===== src/rtl/div_seq_if.sv =====
// Request/result bundle between the E stage and the iterative divider.
interface div_seq_if;
    logic        start;
    logic        signed_div;
    logic        annul;
    logic [31:0] a;
    logic [31:0] b;
    logic        stall;
    logic        ready;
    logic [31:0] hi;
    logic [31:0] lo;

    modport master (output start, signed_div, annul, a, b,
                    input  stall, ready, hi, lo);
    modport slave  (input  start, signed_div, annul, a, b,
                    output stall, ready, hi, lo);
endinterface


===== src/rtl/div_seq.sv =====
// Radix-2 restoring 32-bit divider for DIV/DIVU; LO = quotient, HI = remainder.
// Optional DIV_ZERO_FAST_EN: a zero divisor skips the iteration and completes in one cycle.
module div_seq (
    input  logic     clk,
    input  logic     rst,
    div_seq_if.slave bus
);
    typedef enum logic [1:0] {IDLE, BUSY, DONE} state_t;

    state_t      state, state_nxt;
    logic [4:0]  cnt;
    logic [32:0] rem;
    logic [31:0] quo;
    logic [32:0] bmag;
    logic        neg_q, neg_r, bzero;
    logic [31:0] hi, lo;
    logic        stall, ready;

    logic        accept;
    logic        sa, sb, b_is_zero;
    logic [31:0] amag_in;
    logic [32:0] bmag_in;
    logic [32:0] sh;
    logic [33:0] diff;
    logic        ge;
    logic [32:0] rem_step;
    logic [31:0] quo_step;
    logic [31:0] q_fix, r_fix;

    assign sa        = bus.signed_div & bus.a[31];
    assign sb        = bus.signed_div & bus.b[31];
    assign b_is_zero = (bus.b == 32'd0);
    // |0x80000000| is 0x80000000, which is exact as an unsigned 32-bit value
    assign amag_in   = sa ? (32'd0 - bus.a) : bus.a;
    assign bmag_in   = sb ? (33'd0 - {bus.b[31], bus.b}) : {1'b0, bus.b};
    assign accept    = bus.start & ~bus.annul;

    // One restoring step: shift {rem, quo}, trial-subtract, keep on non-negative
    assign sh        = {rem[31:0], quo[31]};
    assign diff      = {1'b0, sh} - {1'b0, bmag};
    assign ge        = ~diff[33];
    assign rem_step  = ge ? diff[32:0] : sh;
    assign quo_step  = {quo[30:0], ge};
    assign q_fix     = neg_q ? (32'd0 - quo_step) : quo_step;
    // With b == 0 every trial succeeds, so rem ends at |a| and the fix-up restores a
    assign r_fix     = neg_r ? (32'd0 - rem_step[31:0]) : rem_step[31:0];

    always_ff @(posedge clk or negedge rst) begin
        if (!rst) state <= IDLE;
        else      state <= state_nxt;
    end

    always_comb begin
        state_nxt = state;
        stall     = 1'b0;
        ready     = 1'b0;
        case (state)
            IDLE: begin
                stall = accept;
                if (accept) begin
`ifdef DIV_ZERO_FAST_EN
                    state_nxt = b_is_zero ? DONE : BUSY;
`else
                    state_nxt = BUSY;
`endif
                end
            end
            BUSY: begin
                stall = ~bus.annul;
                if (bus.annul)        state_nxt = IDLE;
                else if (cnt == 5'd31) state_nxt = DONE;
            end
            DONE: begin
                ready     = 1'b1;
                state_nxt = IDLE;
            end
            default: state_nxt = IDLE;
        endcase
    end

    always_ff @(posedge clk or negedge rst) begin
        if (!rst) begin
            cnt   <= 5'd0;
            rem   <= 33'd0;
            quo   <= 32'd0;
            bmag  <= 33'd0;
            neg_q <= 1'b0;
            neg_r <= 1'b0;
            bzero <= 1'b0;
            hi    <= 32'd0;
            lo    <= 32'd0;
        end else begin
            case (state)
                IDLE: if (accept) begin
                    cnt   <= 5'd0;
                    rem   <= 33'd0;
                    quo   <= amag_in;
                    bmag  <= bmag_in;
                    neg_q <= sa ^ sb;
                    neg_r <= sa;
                    bzero <= b_is_zero;
`ifdef DIV_ZERO_FAST_EN
                    if (b_is_zero) begin
                        hi <= bus.a;
                        lo <= 32'hFFFF_FFFF;
                    end
`endif
                end
                BUSY: if (!bus.annul) begin
                    rem <= rem_step;
                    quo <= quo_step;
                    cnt <= cnt + 5'd1;
                    if (cnt == 5'd31) begin
                        hi <= r_fix;
                        lo <= bzero ? 32'hFFFF_FFFF : q_fix;
                    end
                end
                default: ;
            endcase
        end
    end

    assign bus.stall = stall;
    assign bus.ready = ready;
    assign bus.hi    = hi;
    assign bus.lo    = lo;
endmodule


===== src/flat_wrapper.sv =====
// flat-port wrapper written by rule: the top's interface ports become plain ports
module div_seq_flat 
  (clk, rst, bus_start, bus_signed_div, bus_annul, bus_a, bus_b, bus_stall, bus_ready, bus_hi, bus_lo);
  div_seq_if bus_i ();
  input  logic clk;
  input  logic rst;
  input wire logic [$bits(bus_i.start)-1:0] bus_start;
  input wire logic [$bits(bus_i.signed_div)-1:0] bus_signed_div;
  input wire logic [$bits(bus_i.annul)-1:0] bus_annul;
  input wire logic [$bits(bus_i.a)-1:0] bus_a;
  input wire logic [$bits(bus_i.b)-1:0] bus_b;
  output wire logic [$bits(bus_i.stall)-1:0] bus_stall;
  output wire logic [$bits(bus_i.ready)-1:0] bus_ready;
  output wire logic [$bits(bus_i.hi)-1:0] bus_hi;
  output wire logic [$bits(bus_i.lo)-1:0] bus_lo;
  assign bus_i.start = bus_start;
  assign bus_i.signed_div = bus_signed_div;
  assign bus_i.annul = bus_annul;
  assign bus_i.a = bus_a;
  assign bus_i.b = bus_b;
  assign bus_stall = bus_i.stall;
  assign bus_ready = bus_i.ready;
  assign bus_hi = bus_i.hi;
  assign bus_lo = bus_i.lo;
  div_seq u_core (.clk(clk), .rst(rst), .bus(bus_i));
endmodule

===== config.mk =====
export PLATFORM = sky130hd
export DESIGN_NAME = div_seq_flat
export DESIGN_NICKNAME = d
export VERILOG_FILES = /design/src/rtl/div_seq_if.sv /design/src/rtl/div_seq.sv /design/src/flat_wrapper.sv
export SDC_FILE = /design/constraint.sdc
export NUM_CORES = 1
export LEC_CHECK = 0
export CAP_MARGIN = 20
export CORE_MARGIN = 8
export CORE_UTILIZATION = 29
export CTS_BUF_LIST = sky130_fd_sc_hd__clkbuf_4 sky130_fd_sc_hd__clkbuf_8
export DETAILED_ROUTE_END_ITERATION = 8
export PLACE_DENSITY = 0.5
export SLEW_MARGIN = 20
export SYNTH_ARGS = -nofsm -noshare
export SYNTH_HDL_FRONTEND = slang
export SYNTH_SLANG_ARGS = --single-unit

===== constraint.sdc =====
create_clock -name clk -period 13.35 [get_ports clk]
set_input_delay 4.005 -clock clk [delete_from_list [all_inputs] [get_ports clk]]
set_output_delay 4.005 -clock clk [all_outputs]
set_load 0.05 [all_outputs]

==> key figures, run 1 <==
Status
  – Status: finished, final reports clean

Floorplanning
  – Die Area: 48200 µm²
  – # rows: between 70 and 80
  – I/O pins: between 100 and 150
  – DIE HEIGHT: 219 µm
  – Chip Width: approximately 220 µm
  – Core Area: around 41000 µm²
  – Initial Util: between 20% and 30%

Finish
  – Util after Layout: 34.6%
  – Final Cell Area: 14100 µm²
  – Multi-input combinational cell area: slightly above 7000 µm²
  – Fill cell count: 4272
  – Layout cells sized above 1: 5.60%
  – Reg area: around 4300 µm²
  – Area grow syn2layout: 17.8%
  – Final cell count without fillers: 2086
  – Commonest cells after routing, fill and taps aside: nand2_1 (210), o21ai_0 (176), dfrtp_1 (171), clkdlybuf4s50_1 (133), a21oi_1 (121)
  – Fin nets: 1649
  – Commonest non-fill, non-tap cell in the layout: nand2_1

CTS
  – Num CTS Buffers: 17
  – Later-pin clock latency in the skew report: 0.50 ns
  – Post-CTS resize count: 0
  – Clock-pin slew of the registers on the worst-case setup and hold paths: 0.10 ns
  – Clock Tree Buf Depth: 2
  – Post-CTS Setup Bufs: 0
  – CTS tree: built
  – Clk root buf: clkbuf_8
  – Hold_buf cts: 0
  – H-tree depth: 4
  – Clock Sinks: 171

Routing
  – Routed WL: 37.4 mm
  – TritonRoute pass-1 iters: 5
  – Initial DRC Count: roughly 880
  – Vias: roughly 11000
  – WL/cell: 18.0 µm
  – Via density: 5.07
  – Post-DRT Antenna Nets: 0
  – Drt drc: 0

Logic synthesis
  – Syn Inst Count: 1461
  – Post-Syn Nets: 1570
  – Mean post-synth cell area: 8.22 µm²
  – Number of synthesized flops with an enable pin: 0
  – Most used flip-flop cell after synthesis: dfrtp_1
  – Synth top area share: 35.6%
  – Async S/R FF share, synth: between 90% and 100%
  – Distinct cells, synth: 85
  – Syn Std Cell Area: between 10000 and 15000 µm²
  – Seq cells post-synth: 171
  – Cell taking the most area after synthesis: dfrtp_1
  – Yosys Warn Count: 0
  – Sequential area share after synthesis: 35.6%
  – Top cells by area, synth: dfrtp_1 (36%), o21ai_0 (7.3%), nand2_1 (6.6%)

Power and ir drop
  – Logic pwr share: 57.9%
  – Tot Pwr: 2.58 mW
  – Reg power frac: between 20% and 30%
  – Pwr Density: 182 nW/µm²
  – Leakage: 5.97 nW
  – Sw power: ~1.3 mW
  – Internal: 1.29 mW
  – Clock power share: 14.7%
  – VDD IR max: approximately 99 µV
  – Switching part of the total: 50.1%

Global routing
  – Number of global-route vias before repair: between 10000 and 15000
  – First-pass GRT wire length: 58.8 mm
  – Initial antenna violation count: 0
  – Largest net degree at the start of global routing: 100
  – GRT Util Overall: between 10% and 20%
  – Grt total ovfl: 0

Placement
  – # port buffers: 134
  – Pre-CTS WS: 2.99 ns
  – Detail Placement HPWL: 28.8 mm
  – Gp weighted congestion: ~0.86
  – Area post-placement: 13700 µm²
  – Cells after DPL: 2053

Critical path
  – Critical path class: primary input to output pin
  – R2R Setup Slk: about 7.0 ns
  – Worst-path maximum fanout: 47
  – CP arrival: about 6.3 ns
  – Required time worst endpoint: a little over 9 ns
  – Worst setup SP type: primary input
  – Setup crit end kind: output pin

STA
  – Fmax: just under 100 MHz
  – RSZ-0062 raised after global routing: false
  – Final hold violation count: 0
  – Hold slack: a little under 0.5 ns
  – Rel. slew slack: about 27%
  – Minimum clock period: 10.34 ns
  – Final Max Slew Viols: 0
  – Clk_skew: 0.0150 ns
  – Final setup fails: 0
  – Final period util: 77.5%
  – Slew @ Worst Pin: 1.09 ns
  – Setup ws final: around 3.0 ns
  – Final TNS setup: 0 ns

Hold path
  – Worst hold-check path type: flip-flop to flip-flop

Flow run
  – Max-Cap Viols: 0
layer usage:
layer / vias up / track usage, % / wire length (µm)
met5: - / 0 / 0
met4: 0 / 3.00 / 299
met3: 21 / 2.66 / 1880
met2: 247 / 21.1 / 15400
met1: 4964 / 24.5 / 19900
li1: 5334 / - / -
flip-flops by register name (all words and copies together), names as in the netlist:
name           cells
u_core.bzero       1
u_core.neg_r       1
u_core.rem        32
u_core.quo        32
u_core.state       2
u_core.bus.hi     32
u_core.neg_q       1
u_core.cnt         5
u_core.bmag       33
u_core.bus.lo     32
final timing paths:
| kind | startpoint | endpoint | depth (start not counted) |
|---|---|---|---|
| worst max-delay path | bus_annul | bus_stall | 7 |
| worst min-delay path | u_core.bmag[11] | u_core.bmag[11] | 2 |
| worst max register to register | u_core.bmag[1] | u_core.bus.hi[28] | 18 |
| min in group asynchronous | rst | u_core.bmag[5] | 1 |
| max in group asynchronous | rst | u_core.quo[17] | 2 |
| worst min register to register | u_core.bmag[11] | u_core.bmag[11] | 2 |
power groups by stage:
stage	logic, mW	registers (mW)	clock network (mW)
after floorplan	1.14	0.662	0
after global placement	1.48	0.709	0
after detailed placement	1.48	0.712	0
after CTS	1.49	0.702	0.393
after global routing	1.66	0.719	0.412
final	1.50	0.706	0.380
cells in the mapped netlist (3+ instances only):
master      n
o211ai_1    8
mux2i_1    19
a21oi_2     4
or4_1      11
mux2_2      3
and2_1     10
a22o_1     10
o21a_1      6
nand3_1    13
a21oi_1   121
or3_1      25
and3_1      7
buf_2      14
o41ai_2     6
dfrtp_1   171
or2_1       3
nand2_1   211
o21bai_1    8
nor3_1     29
nand2b_1   13
o41ai_1    11
ha_1       39
buf_1       3
o21ai_0   176
xnor2_1    61
nor2b_1     6
o31ai_1    26
o311ai_0    4
nor4_1     13
xor2_1     77
nand3b_1    5
nand4_1    15
a211oi_1    5
clkbuf_1   59
inv_1      56
buf_4       4
a21o_1     16
a31oi_1     7
o31a_1      3
o21ai_1    11
a41oi_1     3
o211a_1     3
nor2_1    115
cell type report:
type,count,share of cell area (%)
Inverter,58,1.56
Tap cell,532,4.71
Multi-Input combinational cell,1150,50.8
Timing Repair Buffer,142,9.91
Antenna cell,1,0.0177
Sequential cell,171,30.2
Clock inverter,15,1.08
Clock buffer,17,1.65
kinds of logic (layout without fill, tap and decap cells):
family / after synthesis / after routing / share of synthesized area, %
AND/OR/NAND/NOR: 494 / 494 / 19.3
XOR/XNOR: 138 / 138 / 10.1
multiplexers: 22 / 22 / 1.87
flip-flops: 171 / 171 / 35.6
AO/OA/AOI/OAI: 456 / 456 / 24.1
adder cells (fa/ha/maj): 40 / 40 / 4.23
buffers and inverters: 140 / 232 / 4.74
other: 0 / 1 / 0
critical path, stage by stage:
cell and delay, ns:
clkdlybuf4s50_1 0.59, nor2_1 0.08, buf_4 0.20, nor2_4 0.10
buf_4 0.42, inv_1 0.19, clkdlybuf4s50_1 0.74
Power figures use the tool's default switching activity.
==> run 2: changes to the inputs <==
==> constraint.sdc (replaced) <==
create_clock -name clk -period 10.6 [get_ports clk]
set_input_delay 3.18 -clock clk [delete_from_list [all_inputs] [get_ports clk]]
set_output_delay 3.18 -clock clk [all_outputs]
set_load 0.05 [all_outputs]
==> run 2 against run 1 <==
Sequential power grew 26%. Clock skew grew 0.0033 ns. Critical endpoint unchanged. Routed wire length is 0.42% lower. Setup slack got worse by 1.1 ns. Flip-flop and latch count unchanged. Register-to-register slack worse by 2.3 ns. Critical path depth is the same. Non-clock buffer count rose by 5. Power increased by 26%. Core utilization up 0.083 points. Critical path type unchanged. Die area did not move.
==> key figures, run 2 (synthesis results as in run 1) <==
Status
  – Status: finished, final reports clean

Critical path
  – CP cell instances: clkdlybuf4s50_1 -> nor2_1 -> buf_4 -> nor2_4 -> buf_4 -> inv_1 -> clkdlybuf4s50_1
  – CP arrival: 5.53 ns (-0.81 ns)
  – Critical path class: primary input to output pin
  – WP buf/inv: 5 (unchanged)
  – Required time worst endpoint: 7.42 ns (-1.92 ns)
  – Worst-path maximum fanout: 48 (+2.1%)
  – Largest stage delay, worst path: 0.74 ns (about the same)
  – Crit path max-delay family: buffers and inverters
  – Worst setup SP type: primary input
  – Setup crit end kind: output pin
  – Slowest-stage cell, CP: clkdlybuf4s50_1

CTS
  – Hold_buf cts: 0 (unchanged)
  – Later-pin clock latency in the skew report: 0.50 ns (about the same)
  – Post-CTS resize count: 0 (unchanged)
  – Clock Tree Buf Depth: 2 (unchanged)
  – Num CTS Buffers: 17 (unchanged)
  – Clock Sinks: 171 (unchanged)
  – CTS tree: built
  – Clk root buf: clkbuf_8
  – Post-CTS Setup Bufs: 0 (unchanged)
  – Clock-pin slew of the registers on the worst-case setup and hold paths: 0.09 ns (about the same)
  – H-tree depth: 4 (unchanged)

Placement
  – # port buffers: 134 (unchanged)
  – Detail Placement HPWL: 28.8 mm (about the same)
  – Gp weighted congestion: 0.873 (+1.9%)

Finish
  – Fill cell count: 4276 (+0.094%)
  – Fin nets: 1654 (+0.30%)
  – Commonest cells after routing, fill and taps aside: nand2_1 (210), o21ai_0 (176), dfrtp_1 (171), clkdlybuf4s50_1 (133), a21oi_1 (121)
  – Area grow syn2layout: 18.1%
  – Layout cells sized above 1: 5.91% (+0.31 points)
  – Max FFs per register: 33 (unchanged)
  – Commonest non-fill, non-tap cell in the layout: nand2_1
  – Register with the most flip-flops: u_core.bmag
  – Util after Layout: 34.7% (+0.083 points)

Flow run
  – Max-Cap Viols: 0 (unchanged)

Global routing
  – Number of global-route vias before repair: 10100 (+0.68%)
  – Initial antenna violation count: 3 (+3)
  – Grt total ovfl: 0 (unchanged)
  – Largest net degree at the start of global routing: 74 (-26%)
  – GRT Util Overall: 15.4% (-0.030 points)
  – First-pass GRT wire length: 58.6 mm (-0.34%)

STA
  – Slew @ Worst Pin: 1.05 ns (-0.0408 ns)
  – RSZ-0062 raised after global routing: false
  – Rel. slew slack: 30.0% (+2.7 points)
  – Final Max Slew Viols: 0 (unchanged)
  – Final period util: 82.1%
  – Clk_skew: 0.0183 ns (+0.00325 ns)
  – Final setup fails: 0 (unchanged)
  – Fmax: about 110 MHz
  – Final hold violation count: 0 (unchanged)
  – Final TNS setup: 0 ns (unchanged)
  – Minimum clock period: 8.71 ns

Floorplanning
  – I/O pins: 135 (unchanged)
  – Initial Util: 29.4% (unchanged)
  – Chip Width: 219 µm (unchanged)
  – DIE HEIGHT: 219 µm (unchanged)
  – # rows: 74 (unchanged)
  – Die Area: 48200 µm² (unchanged)
  – Core Area: 40800 µm² (unchanged)

Routing
  – Routed WL: 37.3 mm (-0.42%)
  – Vias: 10600 (-0.019%)
  – Post-DRT Antenna Nets: 0 (unchanged)
  – Initial DRC Count: 764 (-13%)
  – Via density: 5.05 (-0.31%)
  – TritonRoute pass-1 iters: 5 (unchanged)
  – Drt drc: 0 (unchanged)
  – WL/cell: 17.8 µm (-0.70%)

Power and ir drop
  – Leakage: 5.98 nW (+0.13%)
  – Pwr Density: 229 nW/µm² (+26%)
  – VDD IR max: 126 µV (+27%)

Hold path
  – Worst hold-check path type: flip-flop to flip-flop
-- run 2: through the flow --
stage | total power [mW] | area [µm²] | setup slack, ns | hold WS, ns | std cells
after global placement | 2.77 | 13800 | 1.87 | 0.456 | 2058
after global routing | 3.52 | 14200 | 1.74 | 0.516 | 2092
after floorplan | 2.27 | 12000 | 3.18 | 0.450 | 1461
final | 3.25 | 14200 | 1.89 | 0.475 | 2092
after CTS | 3.26 | 14200 | 1.87 | 0.490 | 2089
after detailed placement | 2.78 | 13800 | 1.87 | 0.467 | 2058
-- run 2: layout make-up --
class	instances	area (µm²)	share of cell area (%)
flip-flops and latches	171	4280	30.2
multi-input cells	1150	7190	50.7
inverters	58	220	1.55
repair buffers	147	1440	10.2
clock inverters	13	139	0.979
clock buffers	18	241	1.70
diodes	3	7.51	0.0529
well taps	532	666	4.69
-- run 2: power breakdown --
part	switching, mW	internal [mW]	total, mW	leakage (nW)
registers	0.141	0.747	0.888	2.28
logic	1.19	0.710	1.90	3.51
clock network	0.271	0.193	0.464	0.183
total	1.60	1.65	3.25	5.98
-- run 2: final timing paths --
kind                                       start           endpoint  slack [ns]  cells past startpoint
worst min-delay path            u_core.bus.lo[2]   u_core.bus.lo[2]        0.48                      2
worst max register to register    u_core.bmag[1]  u_core.bus.hi[30]        4.75                     19
worst max-delay path                   bus_annul          bus_stall        1.89                      7
worst min register to register  u_core.bus.lo[2]   u_core.bus.lo[2]        0.48                      2
min in group asynchronous                    rst     u_core.bmag[7]        2.71                      1
max in group asynchronous                    rst   u_core.bus.lo[5]        6.04                      3
-- run 2: per-layer routing --
| metal | global-route usage [%] | up-vias | share of wire (%) |
|---|---|---|---|
| li1 | - | 5336 | - |
| met1 | 23.9 | 4957 | 53 |
| met2 | 21.0 | 240 | 40 |
| met3 | 2.65 | 31 | 4.7 |
| met4 | 4.49 | 0 | 1.5 |
| met5 | 0 | - | 0 |
-- run 2: worst reg2reg max path, stage by stage, from the launching register on --
cell	delay (ns)
dfrtp_1	0.42
inv_1	0.15
ha_1	0.30
nor2b_1	0.21
o2111ai_2	0.32
a2111oi_4	0.64
o311ai_2	0.29
nand2_4	0.17
buf_4	0.52
nand2_1	0.11
o21ai_0	0.21
ha_1	0.30
inv_1	0.09
or4_1	0.64
o41ai_4	0.31
nand2b_2	0.14
nand4b_4	0.25
o41ai_2	0.35
xor2_1	0.23
o21ai_1	0.08
==> run 3: changes to the inputs <==
--- a/config.mk
+++ b/config.mk
@@ -10,7 +10,7 @@
 export CORE_UTILIZATION = 29
 export CTS_BUF_LIST = sky130_fd_sc_hd__clkbuf_4 sky130_fd_sc_hd__clkbuf_8
 export DETAILED_ROUTE_END_ITERATION = 8
-export PLACE_DENSITY = 0.5
+export PLACE_DENSITY = 0.51
 export SLEW_MARGIN = 20
 export SYNTH_ARGS = -nofsm -noshare
 export SYNTH_HDL_FRONTEND = slang
==> constraint.sdc (replaced) <==
create_clock -name clk -period 7.8 [get_ports clk]
set_input_delay 2.34 -clock clk [delete_from_list [all_inputs] [get_ports clk]]
set_output_delay 2.34 -clock clk [all_outputs]
set_load 0.05 [all_outputs]
==> run 3 against run 2 <==
Via count grew 0.48%. Clock-buffer cell count rose by 2. Register-to-register slack lost 2.8 ns. Flip-flop and latch count stayed put. Combinational power increased by 37%. Clock skew is 0.0023 ns lower. Final cell count is 0.19% lower. Clock power is 39% higher. Setup slack got worse by 0.15 ns. Largest power group unchanged.
==> key figures, run 3 (synthesis results as in run 1) <==
CTS
  – Post-CTS Setup Bufs: 0 (unchanged)
  – Hold_buf cts: 0 (unchanged)
  – Clock Sinks: 171 (unchanged)
  – Clock-pin slew of the registers on the worst-case setup and hold paths: 0.08 ns (about the same)
  – Post-CTS resize count: 0 (unchanged)
  – Later-pin clock latency in the skew report: 0.49 ns (about the same)
  – Clock Tree Buf Depth: 2 (unchanged)
  – H-tree depth: 4 (unchanged)
  – Clk root buf: clkbuf_8
  – CTS tree: built
  – Num CTS Buffers: 17 (unchanged)

Power and ir drop
  – Tot Pwr: 4.45 mW (+37%)
  – Leakage: 6.00 nW (+0.43%)
  – VDD IR max: 146 µV (+16%)
  – Pwr Density: 314 nW/µm² (+37%)

STA
  – Clk_skew: 0.0160 ns (-0.00226 ns)
  – Minimum clock period: 6.06 ns
  – Final hold violation count: 0 (unchanged)
  – Final setup fails: 0 (unchanged)
  – Final period util: 77.7%
  – Fmax: 165 MHz
  – RSZ-0062 raised after global routing: false
  – Rel. slew slack: 28.9% (-1.1 points)
  – Final Max Slew Viols: 0 (unchanged)
  – Final TNS setup: 0 ns (unchanged)
  – Slew @ Worst Pin: 1.07 ns (+0.0158 ns)

Global routing
  – First-pass GRT wire length: 58.1 mm (-0.85%)
  – GRT Util Overall: 15.3% (-0.093 points)
  – Largest net degree at the start of global routing: 100 (+35%)
  – Grt total ovfl: 0 (unchanged)
  – Initial antenna violation count: 1 (-2)
  – Number of global-route vias before repair: 9979 (-1.6%)

Routing
  – Post-DRT Antenna Nets: 0 (unchanged)
  – WL/cell: 17.9 µm (+0.40%)
  – TritonRoute pass-1 iters: 5 (unchanged)
  – Routed WL: 37.4 mm (+0.21%)
  – Via density: 5.08 (+0.68%)
  – Initial DRC Count: 885 (+16%)
  – Drt drc: 0 (unchanged)
  – Vias: 10600 (+0.48%)

Finish
  – Commonest cells after routing, fill and taps aside: nand2_1 (210), o21ai_0 (176), dfrtp_1 (171), clkdlybuf4s50_1 (132), a21oi_1 (121)
  – Layout cells sized above 1: 5.85% (-0.057 points)
  – Commonest non-fill, non-tap cell in the layout: nand2_1
  – Fill cell count: 4218 (-1.4%)
  – Max FFs per register: 33 (unchanged)
  – Area grow syn2layout: 18.1% (about the same)
  – Fin nets: 1651 (-0.18%)
  – Final Cell Area: 14200 µm² (about the same)
  – Register with the most flip-flops: u_core.bmag

Critical path
  – Critical path class: primary input to output pin
  – Required time worst endpoint: 5.46 ns (-1.96 ns)
  – Setup crit end kind: output pin
  – Worst setup SP type: primary input
  – CP arrival: 3.72 ns (-1.81 ns)
  – Worst-path maximum fanout: 4 (-92%)
  – R2R Setup Slk: 1.93 ns (-2.82 ns)

Placement
  – Area post-placement: 13800 µm² (-0.12%)
  – Detail Placement HPWL: 28.9 mm (+0.35%)
  – # port buffers: 134 (unchanged)
  – Gp weighted congestion: 0.894 (+2.3%)

Hold path
  – Worst hold-check path type: flip-flop to flip-flop

Floorplanning
  – Initial Util: 29.4% (unchanged)
  – Chip Width: 219 µm (unchanged)
  – # rows: 74 (unchanged)
  – I/O pins: 135 (unchanged)
  – Core Area: 40800 µm² (unchanged)
  – Die Area: 48200 µm² (unchanged)
  – DIE HEIGHT: 219 µm (unchanged)

Status
  – Status: finished, final reports clean

Flow run
  – Max-Cap Viols: 0 (unchanged)
==> run 3: routing by layer <==
metal | GRT usage [%] | share of wire (%) | vias up
met5 | 0 | 0.029 | -
met4 | 3.80 | 1.3 | 2
met3 | 3.18 | 5.4 | 29
met2 | 20.9 | 40 | 261
met1 | 23.7 | 53 | 4999
li1 | - | - | 5324
==> run 3: path summary, 6_finish.rpt <==
kind / startpoint / end / depth (start not counted)
max: bus_annul / bus_stall / 5
min: u_core.bmag[25] / u_core.bmag[25] / 2
max reg2reg: u_core.rem[2] / u_core.bus.hi[28] / 17
min reg2reg: u_core.bmag[25] / u_core.bmag[25] / 2
max in group asynchronous: rst / u_core.bus.lo[7] / 2
min in group asynchronous: rst / u_core.bmag[5] / 1
==> run 3: through the flow <==
stage          utilization (%)  cells  hold slack, ns  worst slack [ns]
6_report                  34.7   2088           0.483              1.74
5_1_grt                   34.7   2087           0.504              1.64
4_1_cts                   34.7   2087           0.491              1.75
3_5_place_dp              33.7   2055           0.471              1.75
3_3_place_gp              33.7   2055           0.464              1.76
2_1_floorplan                -   1461           0.450              2.06
==> run 3: layout make-up <==
| type | instances | area, µm² | share of cell area [%] |
|---|---|---|---|
| clock buffer | 20 | 256 | 1.81 |
| inverter | 58 | 220 | 1.55 |
| antenna | 1 | 2.50 | 0.0177 |
| sequential | 171 | 4280 | 30.2 |
| timing repair buffer | 144 | 1420 | 9.99 |
| multi-input combinational | 1150 | 7190 | 50.8 |
| clock inverter | 12 | 140 | 0.989 |
| tap | 532 | 666 | 4.70 |
==> run 3: worst max-delay path: stages <==
cell and delay [ns]:
clkdlybuf4s50_1 0.51, nor4b_2 0.50, nor2_4 0.04, inv_1 0.10, buf_4 0.22
==> run 3: power by group <==
group / internal [mW] / leakage, nW / total [mW] / switching, mW
Combinational: 0.955 / 3.51 / 2.61 / 1.65
Sequential: 1.02 / 2.28 / 1.20 / 0.184
Clock: 0.299 / 0.206 / 0.647 / 0.347
